[src/rtl/alu_issue_if.sv]
// rtl/alu_issue_if.sv - ALU operand/control bus between the issue sequencer and the datapath ALU
interface alu_issue_if #(
  parameter int DATA_WIDTH = 32,
  parameter int CTRL_BITS  = 4
);
  logic [CTRL_BITS-1:0]  ctrl;
  logic [DATA_WIDTH-1:0] a;
  logic [DATA_WIDTH-1:0] b;
  logic [DATA_WIDTH-1:0] c;
  logic                  zero;
  logic                  over;

  modport master (output ctrl, a, b, input c, zero, over);
  modport slave  (input ctrl, a, b, output c, zero, over);
endinterface

[src/rtl/alu_issue.sv]
// rtl/alu_issue.sv - RV32I decode-to-ALU issue sequencer with valid/ready result return
module alu_issue #(
  parameter int DATA_WIDTH = 32,
  parameter int CTRL_BITS  = 4
) (
  input  logic                  clk,
  input  logic                  rst,
  input  logic                  in_valid,
  output logic                  in_ready,
  input  logic [6:0]            opcode,
  input  logic [2:0]            funct3,
  input  logic                  funct7_5,
  input  logic [DATA_WIDTH-1:0] rs1_val,
  input  logic [DATA_WIDTH-1:0] rs2_val,
  input  logic [DATA_WIDTH-1:0] imm,
  output logic                  out_valid,
  input  logic                  out_ready,
  output logic [DATA_WIDTH-1:0] result,
  output logic                  is_branch,
  output logic                  br_taken,
  output logic                  overflow,
  output logic                  illegal,
  alu_issue_if.master           alu
);

  localparam logic [6:0] OPC_OP     = 7'b0110011;
  localparam logic [6:0] OPC_IMM    = 7'b0010011;
  localparam logic [6:0] OPC_BRANCH = 7'b1100011;

  localparam logic [CTRL_BITS-1:0] C_AND  = 4'b0000;
  localparam logic [CTRL_BITS-1:0] C_XOR  = 4'b0001;
  localparam logic [CTRL_BITS-1:0] C_ADD  = 4'b0010;
  localparam logic [CTRL_BITS-1:0] C_OR   = 4'b0011;
  localparam logic [CTRL_BITS-1:0] C_SGE  = 4'b0101;
  localparam logic [CTRL_BITS-1:0] C_SUB  = 4'b0110;
  localparam logic [CTRL_BITS-1:0] C_SLT  = 4'b0111;
  localparam logic [CTRL_BITS-1:0] C_SGEU = 4'b1101;
  localparam logic [CTRL_BITS-1:0] C_SLTU = 4'b1111;

  typedef enum logic [1:0] {IDLE, EXEC, DONE} state_t;
  typedef enum logic [1:0] {BR_ZERO, BR_NZERO, BR_BIT0} br_mode_t;

  state_t                state, state_next;
  logic                  accept;
  logic [CTRL_BITS-1:0]  dec_ctrl;
  logic [DATA_WIDTH-1:0] dec_b;
  logic                  dec_illegal, dec_branch, dec_ovf;
  br_mode_t              dec_mode, mode_q;
  logic                  branch_q, ovf_en_q;

  always_comb begin
    dec_ctrl    = C_ADD;
    dec_b       = rs2_val;
    dec_illegal = 1'b0;
    dec_branch  = 1'b0;
    dec_ovf     = 1'b0;
    dec_mode    = BR_BIT0;
    case (opcode)
      OPC_OP, OPC_IMM: begin
        if (opcode == OPC_IMM) dec_b = imm;
        case (funct3)
          3'b000: begin
            // Immediate form has no SUB; only the register form reports overflow
            dec_ctrl = (opcode == OPC_OP && funct7_5) ? C_SUB : C_ADD;
            dec_ovf  = (opcode == OPC_OP);
          end
          3'b111:  dec_ctrl = C_AND;
          3'b110:  dec_ctrl = C_OR;
          3'b100:  dec_ctrl = C_XOR;
          3'b010:  dec_ctrl = C_SLT;
          3'b011:  dec_ctrl = C_SLTU;
          default: dec_illegal = 1'b1;
        endcase
      end
      OPC_BRANCH: begin
        dec_branch = 1'b1;
        case (funct3)
          3'b000:  begin dec_ctrl = C_SUB; dec_mode = BR_ZERO;  end
          3'b001:  begin dec_ctrl = C_SUB; dec_mode = BR_NZERO; end
          3'b100:  dec_ctrl = C_SLT;
          3'b101:  dec_ctrl = C_SGE;
          3'b110:  dec_ctrl = C_SLTU;
          3'b111:  dec_ctrl = C_SGEU;
          default: dec_illegal = 1'b1;
        endcase
      end
      default: dec_illegal = 1'b1;
    endcase
  end

  always_ff @(posedge clk or posedge rst) begin
    if (rst) state <= IDLE;
    else     state <= state_next;
  end

  always_comb begin
    state_next = state;
    in_ready   = 1'b0;
    out_valid  = 1'b0;
    case (state)
      IDLE: begin
        in_ready = 1'b1;
        if (in_valid) state_next = dec_illegal ? DONE : EXEC;
      end
      EXEC: state_next = DONE;
      DONE: begin
        out_valid = 1'b1;
        in_ready  = out_ready;
        if (out_ready) state_next = in_valid ? (dec_illegal ? DONE : EXEC) : IDLE;
      end
      default: state_next = IDLE;
    endcase
  end

  assign accept = in_valid & in_ready;

  always_ff @(posedge clk or posedge rst) begin
    if (rst) begin
      alu.ctrl  <= '0;
      alu.a     <= '0;
      alu.b     <= '0;
      branch_q  <= 1'b0;
      mode_q    <= BR_BIT0;
      ovf_en_q  <= 1'b0;
      result    <= '0;
      is_branch <= 1'b0;
      br_taken  <= 1'b0;
      overflow  <= 1'b0;
      illegal   <= 1'b0;
    end else if (accept) begin
      alu.ctrl  <= dec_ctrl;
      alu.a     <= rs1_val;
      alu.b     <= dec_b;
      branch_q  <= dec_branch;
      mode_q    <= dec_mode;
      ovf_en_q  <= dec_ovf;
      result    <= '0;
      is_branch <= 1'b0;
      br_taken  <= 1'b0;
      overflow  <= 1'b0;
      illegal   <= dec_illegal;
    end else if (state == EXEC) begin
      result    <= alu.c;
      is_branch <= branch_q;
      case (mode_q)
        BR_ZERO:  br_taken <= branch_q & alu.zero;
        BR_NZERO: br_taken <= branch_q & ~alu.zero;
        default:  br_taken <= branch_q & alu.c[0];
      endcase
      overflow  <= alu.over & ovf_en_q;
      illegal   <= 1'b0;
    end
  end

endmodule

[src/flat_wrapper.sv]
// flat-port wrapper written by rule: the top's interface ports become plain ports
module alu_issue_flat 
#(
  parameter int DATA_WIDTH = 32,
  parameter int CTRL_BITS  = 4
)
  (clk, rst, in_valid, in_ready, opcode, funct3, funct7_5, rs1_val, rs2_val, imm, out_valid, out_ready, result, is_branch, br_taken, overflow, illegal, alu_ctrl, alu_a, alu_b, alu_c, alu_zero, alu_over);
  alu_issue_if #(.DATA_WIDTH(DATA_WIDTH), .CTRL_BITS(CTRL_BITS)) alu_i ();
  input  logic clk;
  input  logic rst;
  input  logic in_valid;
  output logic in_ready;
  input  logic [6:0] opcode;
  input  logic [2:0] funct3;
  input  logic funct7_5;
  input  logic [DATA_WIDTH-1:0] rs1_val;
  input  logic [DATA_WIDTH-1:0] rs2_val;
  input  logic [DATA_WIDTH-1:0] imm;
  output logic out_valid;
  input  logic out_ready;
  output logic [DATA_WIDTH-1:0] result;
  output logic is_branch;
  output logic br_taken;
  output logic overflow;
  output logic illegal;
  output wire logic [$bits(alu_i.ctrl)-1:0] alu_ctrl;
  output wire logic [$bits(alu_i.a)-1:0] alu_a;
  output wire logic [$bits(alu_i.b)-1:0] alu_b;
  input wire logic [$bits(alu_i.c)-1:0] alu_c;
  input wire logic [$bits(alu_i.zero)-1:0] alu_zero;
  input wire logic [$bits(alu_i.over)-1:0] alu_over;
  assign alu_ctrl = alu_i.ctrl;
  assign alu_a = alu_i.a;
  assign alu_b = alu_i.b;
  assign alu_i.c = alu_c;
  assign alu_i.zero = alu_zero;
  assign alu_i.over = alu_over;
  alu_issue #(.DATA_WIDTH(DATA_WIDTH), .CTRL_BITS(CTRL_BITS)) u_core (.clk(clk), .rst(rst), .in_valid(in_valid), .in_ready(in_ready), .opcode(opcode), .funct3(funct3), .funct7_5(funct7_5), .rs1_val(rs1_val), .rs2_val(rs2_val), .imm(imm), .out_valid(out_valid), .out_ready(out_ready), .result(result), .is_branch(is_branch), .br_taken(br_taken), .overflow(overflow), .illegal(illegal), .alu(alu_i));
endmodule
[config.mk]
export PLATFORM = sky130hd
export DESIGN_NAME = alu_issue_flat
export DESIGN_NICKNAME = d
export VERILOG_FILES = /design/src/rtl/alu_issue_if.sv /design/src/rtl/alu_issue.sv /design/src/flat_wrapper.sv
export SDC_FILE = /design/constraint.sdc
export NUM_CORES = 1
export LEC_CHECK = 0
export CORE_UTILIZATION = 43
export DETAILED_ROUTE_END_ITERATION = 12
export GPL_TIMING_DRIVEN = 0
export PLACE_DENSITY = 0.93
export SLEW_MARGIN = 20
export SYNTH_ARGS = -nofsm -noshare
export SYNTH_HDL_FRONTEND = slang
export SYNTH_SLANG_ARGS = --single-unit
[constraint.sdc]
create_clock -name clk -period 11 [get_ports clk]
set_input_delay 2.75 -clock clk [delete_from_list [all_inputs] [get_ports clk]]
set_output_delay 2.75 -clock clk [all_outputs]
set_load 0.005 [all_outputs]
* Yosys cells after proc, flatten, opt, wreduce, memory -nomap -nowiden *
Index checks and enable logic that the tools add are counted.

operators by class
  eq/ne operators = 15
  mux-type cells = 32
  bitwise logic cells = 6
  reductions and logical operators = 10

operators by type and width
  operator                                                         count
  32-bit two-way mux                                               4
  4-bit case mux with 6 select lines                               1
  4-bit case mux with 5 select lines                               1
  1-bit two-way mux                                                14
  3-bit == test, second input constant                             4
  6-bit OR reduction                                               2
  2-bit two-way mux                                                5
  4-bit case mux with 2 select lines                               1
  7-bit by 5-bit == test with 1-bit output, second input constant  1
  7-bit by 6-bit == test with 1-bit output, second input constant  1
  7-bit == test, second input constant                             1
  3-bit by 2-bit == test with 1-bit output, second input constant  2
  1-bit case mux with 2 select lines                               3
  2-bit case mux with 3 select lines                               1
  1-bit bitwise AND                                                5
  2-bit by 1-bit == test with 1-bit output, second input constant  2
  2-bit zero test                                                  2
  2-bit inequality test, second input constant                     2
  2-bit case mux with 2 select lines                               1
  2-bit OR reduction                                               2
  3-bit by 1-bit == test with 1-bit output, second input constant  1
  3-bit zero test                                                  1
  3-bit two-way mux                                                1
  2-bit == test, second input constant                             1
  other kinds (4)                                                  4

word-level totals
  register bits = 110
  bits of input ports = 145
  output and inout port bits = 106
  word-level logic and storage cells = 75

* Logic depth before layout (Yosys ltp) *
  depth in word-level cells = 8
  mapped depth = 6
  mapped depth without buffers = 4

* Worst setup path before layout *
OpenSTA, ideal clock, no wires.

  path type = input to output
  from = input out_ready
  to = output in_ready
  arrival time = 3.074 ns
  data required time = 8.250 ns
  path slack = 5.176 ns
  cell stages on the path = 2
  path buffers = 0
  path through = nand2b_1 > nor2b_1

on the way
  longest elaborated chain between the ends = 1

ends and longest elaborated chain
  what                                line                RTL
  start: declaration                  flat_wrapper.sv:20  input logic out_ready;
  1-bit case mux with 2 select lines  alu_issue.sv:100    case (state)
  end: declaration                    flat_wrapper.sv:12  output logic in_ready;

Every way passes these cells.

* Final worst setup path *
Ends and elaborated chain as after synthesis.

==> flow_summary.toml <==
[outcome]
run_status = "complete, no violations"

[worst_setup_path]
worst_ep_arrival_time_ns = 4.09
end_kind = "primary output"
crit_start = "out_ready"
critical_path.startpoint_type = "input pin"
crit_path_max_fanout = 3
required_ns = 8.25
crit_type = "in2out"
r2r-start = "u_core.state[0]$_DFFE_PP0P_"

[layout]
n_fill_cell = 736
mostFrequentLayoutCells = "clkdlybuf4s50_1 (250), nand2_1 (202), dfrtp_1 (109), a21oi_1 (40), o21ai_1 (36)"
drive_above_1_share_pct = 6.30
fin_cells = 902
regArea_mm2 = 0.00275
multi_input_area_mm2 = 0.00178
finalNetCount = 902
area_delta_synth_final_pct = 61.9
final_common_cell = "clkdlybuf4s50_1"
diodes = 0

[timing]
maxSlewHeadroom_pct = 67.9
whs_ns = 0.483
hold_viol = 0
maxSlewViolCount = 0
rsz0062_at_grt = "no"
tightest_slew_ns = 0.481
period_needed_ns = 6.84
worst_slack_ns = 4.16
fin_skew_ns = 0.00742
setup_violations = 0
fmax_mhz = 146
post-route-period-util_pct = 62.2
finalSetupTns_ns = 0

[floorplan]
die_w_um = 107
num_rows = 38
die_y_um = 107
initial_utilization_pct = 44.1
ios = 251
coreArea_mm2 = 0.0108
fp.dieArea_mm2 = 0.0115

[drt]
first_iter_violations = 226
first_pass_iters = 4
vias = 4550
wl_per_cell_um = 15.7
detail-route-antenna-nets = 0
route.detailed.drc = 0
wl_mm = 14.2
vias_per_cell = 5.04

[power_and_ir_drop]
ir_worst_vdd_v = 0.0000758
p_per_area_mw_per_mm2 = 122
combPwrFrac_pct = 21.9
clkPwrFrac_pct = 29.3
power.switching_w = 0.000225
p_leak_nw = 3.30
p_int_w = 0.000712
seq_power_share_pct = 48.8
switching_share_pct = 24.0

[synth]
syn-instance-count = 495
syn_area_mm2 = 0.00475
synth-seq-area-share_pct = 57.9
postSynthNetCount = 640
yosys_warnings = 0
synth_edf_count = 0
avgSynthCellArea_um2 = 9.61
yosys_most_used_dff = "dfrtp_1"
async_reset_ff_share_pct = 100
ys_types = 38
ys_ff_latch = 110

[global_route]
grt_first_pass_wirelength_mm = 22.2
grt_pass1_vias = 4537
antenna_found_initial = 0
overflow = 0
grt_max_degree = 62
grt_usage_pct = 25.3

[hold_path]
min-delay-start = "u_core.alu.a[9]$_DFFE_PP0P_"
hp-class = "reg2reg"

[cts]
cts-root-buf = "clkbuf_8"
cts_made_buffers = 9
clk_pin_slew_ns = 0.09
cts.repair.resized = 0
tritoncts = "yes"
htree_levels = 3
worstSkewPairLatency_ns = 0.36
postCtsSetupBuffers = 0
cts_hold_buf = 0
clock_path_buffers = 2
cts_sinks = 110

[placed_design]
pre_cts_ws_ns = 4.16
post-place-cells = 886
hpwl_mm = 11.1
port_buffers = 250
globalplace.congestion = 0.852

[run]
maxCapViolCount = 0
final cells by class:
type,count,area share [%]
flip-flops and latches,110,35.8
clock buffers,13,2.19
plain buffers,30,2.83
inverters,2,0.163
multi-input cells,353,23.1
well taps,140,2.28
repair buffers,251,32.9
clock inverters,3,0.845
worst paths after layout:
check / end / slack, ns / cells after the start
min reg2reg: u_core.alu.a[9]$_DFFE_PP0P_ / 0.48 / 2
max reg2reg: u_core.mode_q[1]$_DFFE_PP1P_ / 9.36 / 6
min in group asynchronous: u_core.alu.a[2]$_DFFE_PP0P_ / 2.78 / 2
max in group asynchronous: u_core.mode_q[1]$_DFFE_PP1P_ / 7.53 / 3
min: u_core.alu.a[9]$_DFFE_PP0P_ / 0.48 / 2
max: in_ready / 4.16 / 4
registers in the layout, indices dropped and copies added, names as in the netlist:
name / cells
u_core.ovf_en_q: 1
u_core.mode_q: 2
u_core.state: 2
u_core.is_branch: 1
u_core.illegal: 1
u_core.alu.a: 32
u_core.alu.ctrl: 4
u_core.overflow: 1
u_core.branch_q: 1
u_core.result: 32
u_core.alu.b: 32
u_core.br_taken: 1
per-stage QoR:
step / area, um^2 / total power [W] / utilization, %
floorplan: 4750 / 0.000524 / -
CTS: 7700 / 0.000945 / 71.3
global placement: 7430 / 0.000661 / 68.9
global route: 7700 / 0.000982 / 71.3
finish: 7700 / 0.000937 / 71.3
detailed placement: 7460 / 0.000671 / 69.2
power by group through the flow:
| stage | logic [W] | clock network (W) | registers, W |
|---|---|---|---|
| floorplan | 0.0000579 | 0 | 0.000466 |
| global placement | 0.000198 | 0 | 0.000463 |
| detailed placement | 0.000206 | 0 | 0.000465 |
| CTS | 0.000207 | 0.000280 | 0.000457 |
| global route | 0.000222 | 0.000297 | 0.000462 |
| finish | 0.000205 | 0.000274 | 0.000458 |
synth_stat cells (all sizes together), types with 2 or more instances:
| library cell | count | area (um^2) |
|---|---|---|
| and3b | 2 | 17.5 |
| nor2b | 5 | 31.3 |
| nor2 | 5 | 18.8 |
| buf | 22 | 158 |
| a32o | 2 | 20.0 |
| nor3 | 4 | 31.3 |
| inv | 2 | 7.51 |
| clkbuf | 8 | 60.1 |
| nand3 | 2 | 10.0 |
| dfrtp | 109 | 2730 |
| a21oi | 40 | 200 |
| mux2i | 32 | 320 |
| o21ai | 40 | 200 |
| nand2b | 4 | 27.5 |
| nand2 | 203 | 769 |
cells by family after synthesis:
kind of cell,share of synthesized area (%)
AOI/OAI and AO/OA,9.71
muxes,6.74
buffers and inverters,4.74
and+or+nand+nor,20.7
DFF,57.9
xor gates and xnor gates,0.184
routing by layer:
metal | vias to the layer above | part of all wire (%) | GRT usage, %
li1 | 2144 | - | -
met1 | 2171 | 39 | 29.6
met2 | 207 | 51 | 44.6
met3 | 28 | 7.3 | 5.78
met4 | 0 | 2.4 | 10.8
met5 | - | 0 | 0
worst max-delay path, stage by stage:
cell	delay, ns
clkdlybuf4s50_1	0.47
nand2b_1	0.18
nor2b_1	0.16
clkdlybuf4s50_1	0.53
No activity file was read; power rests on OpenSTA's default activity.
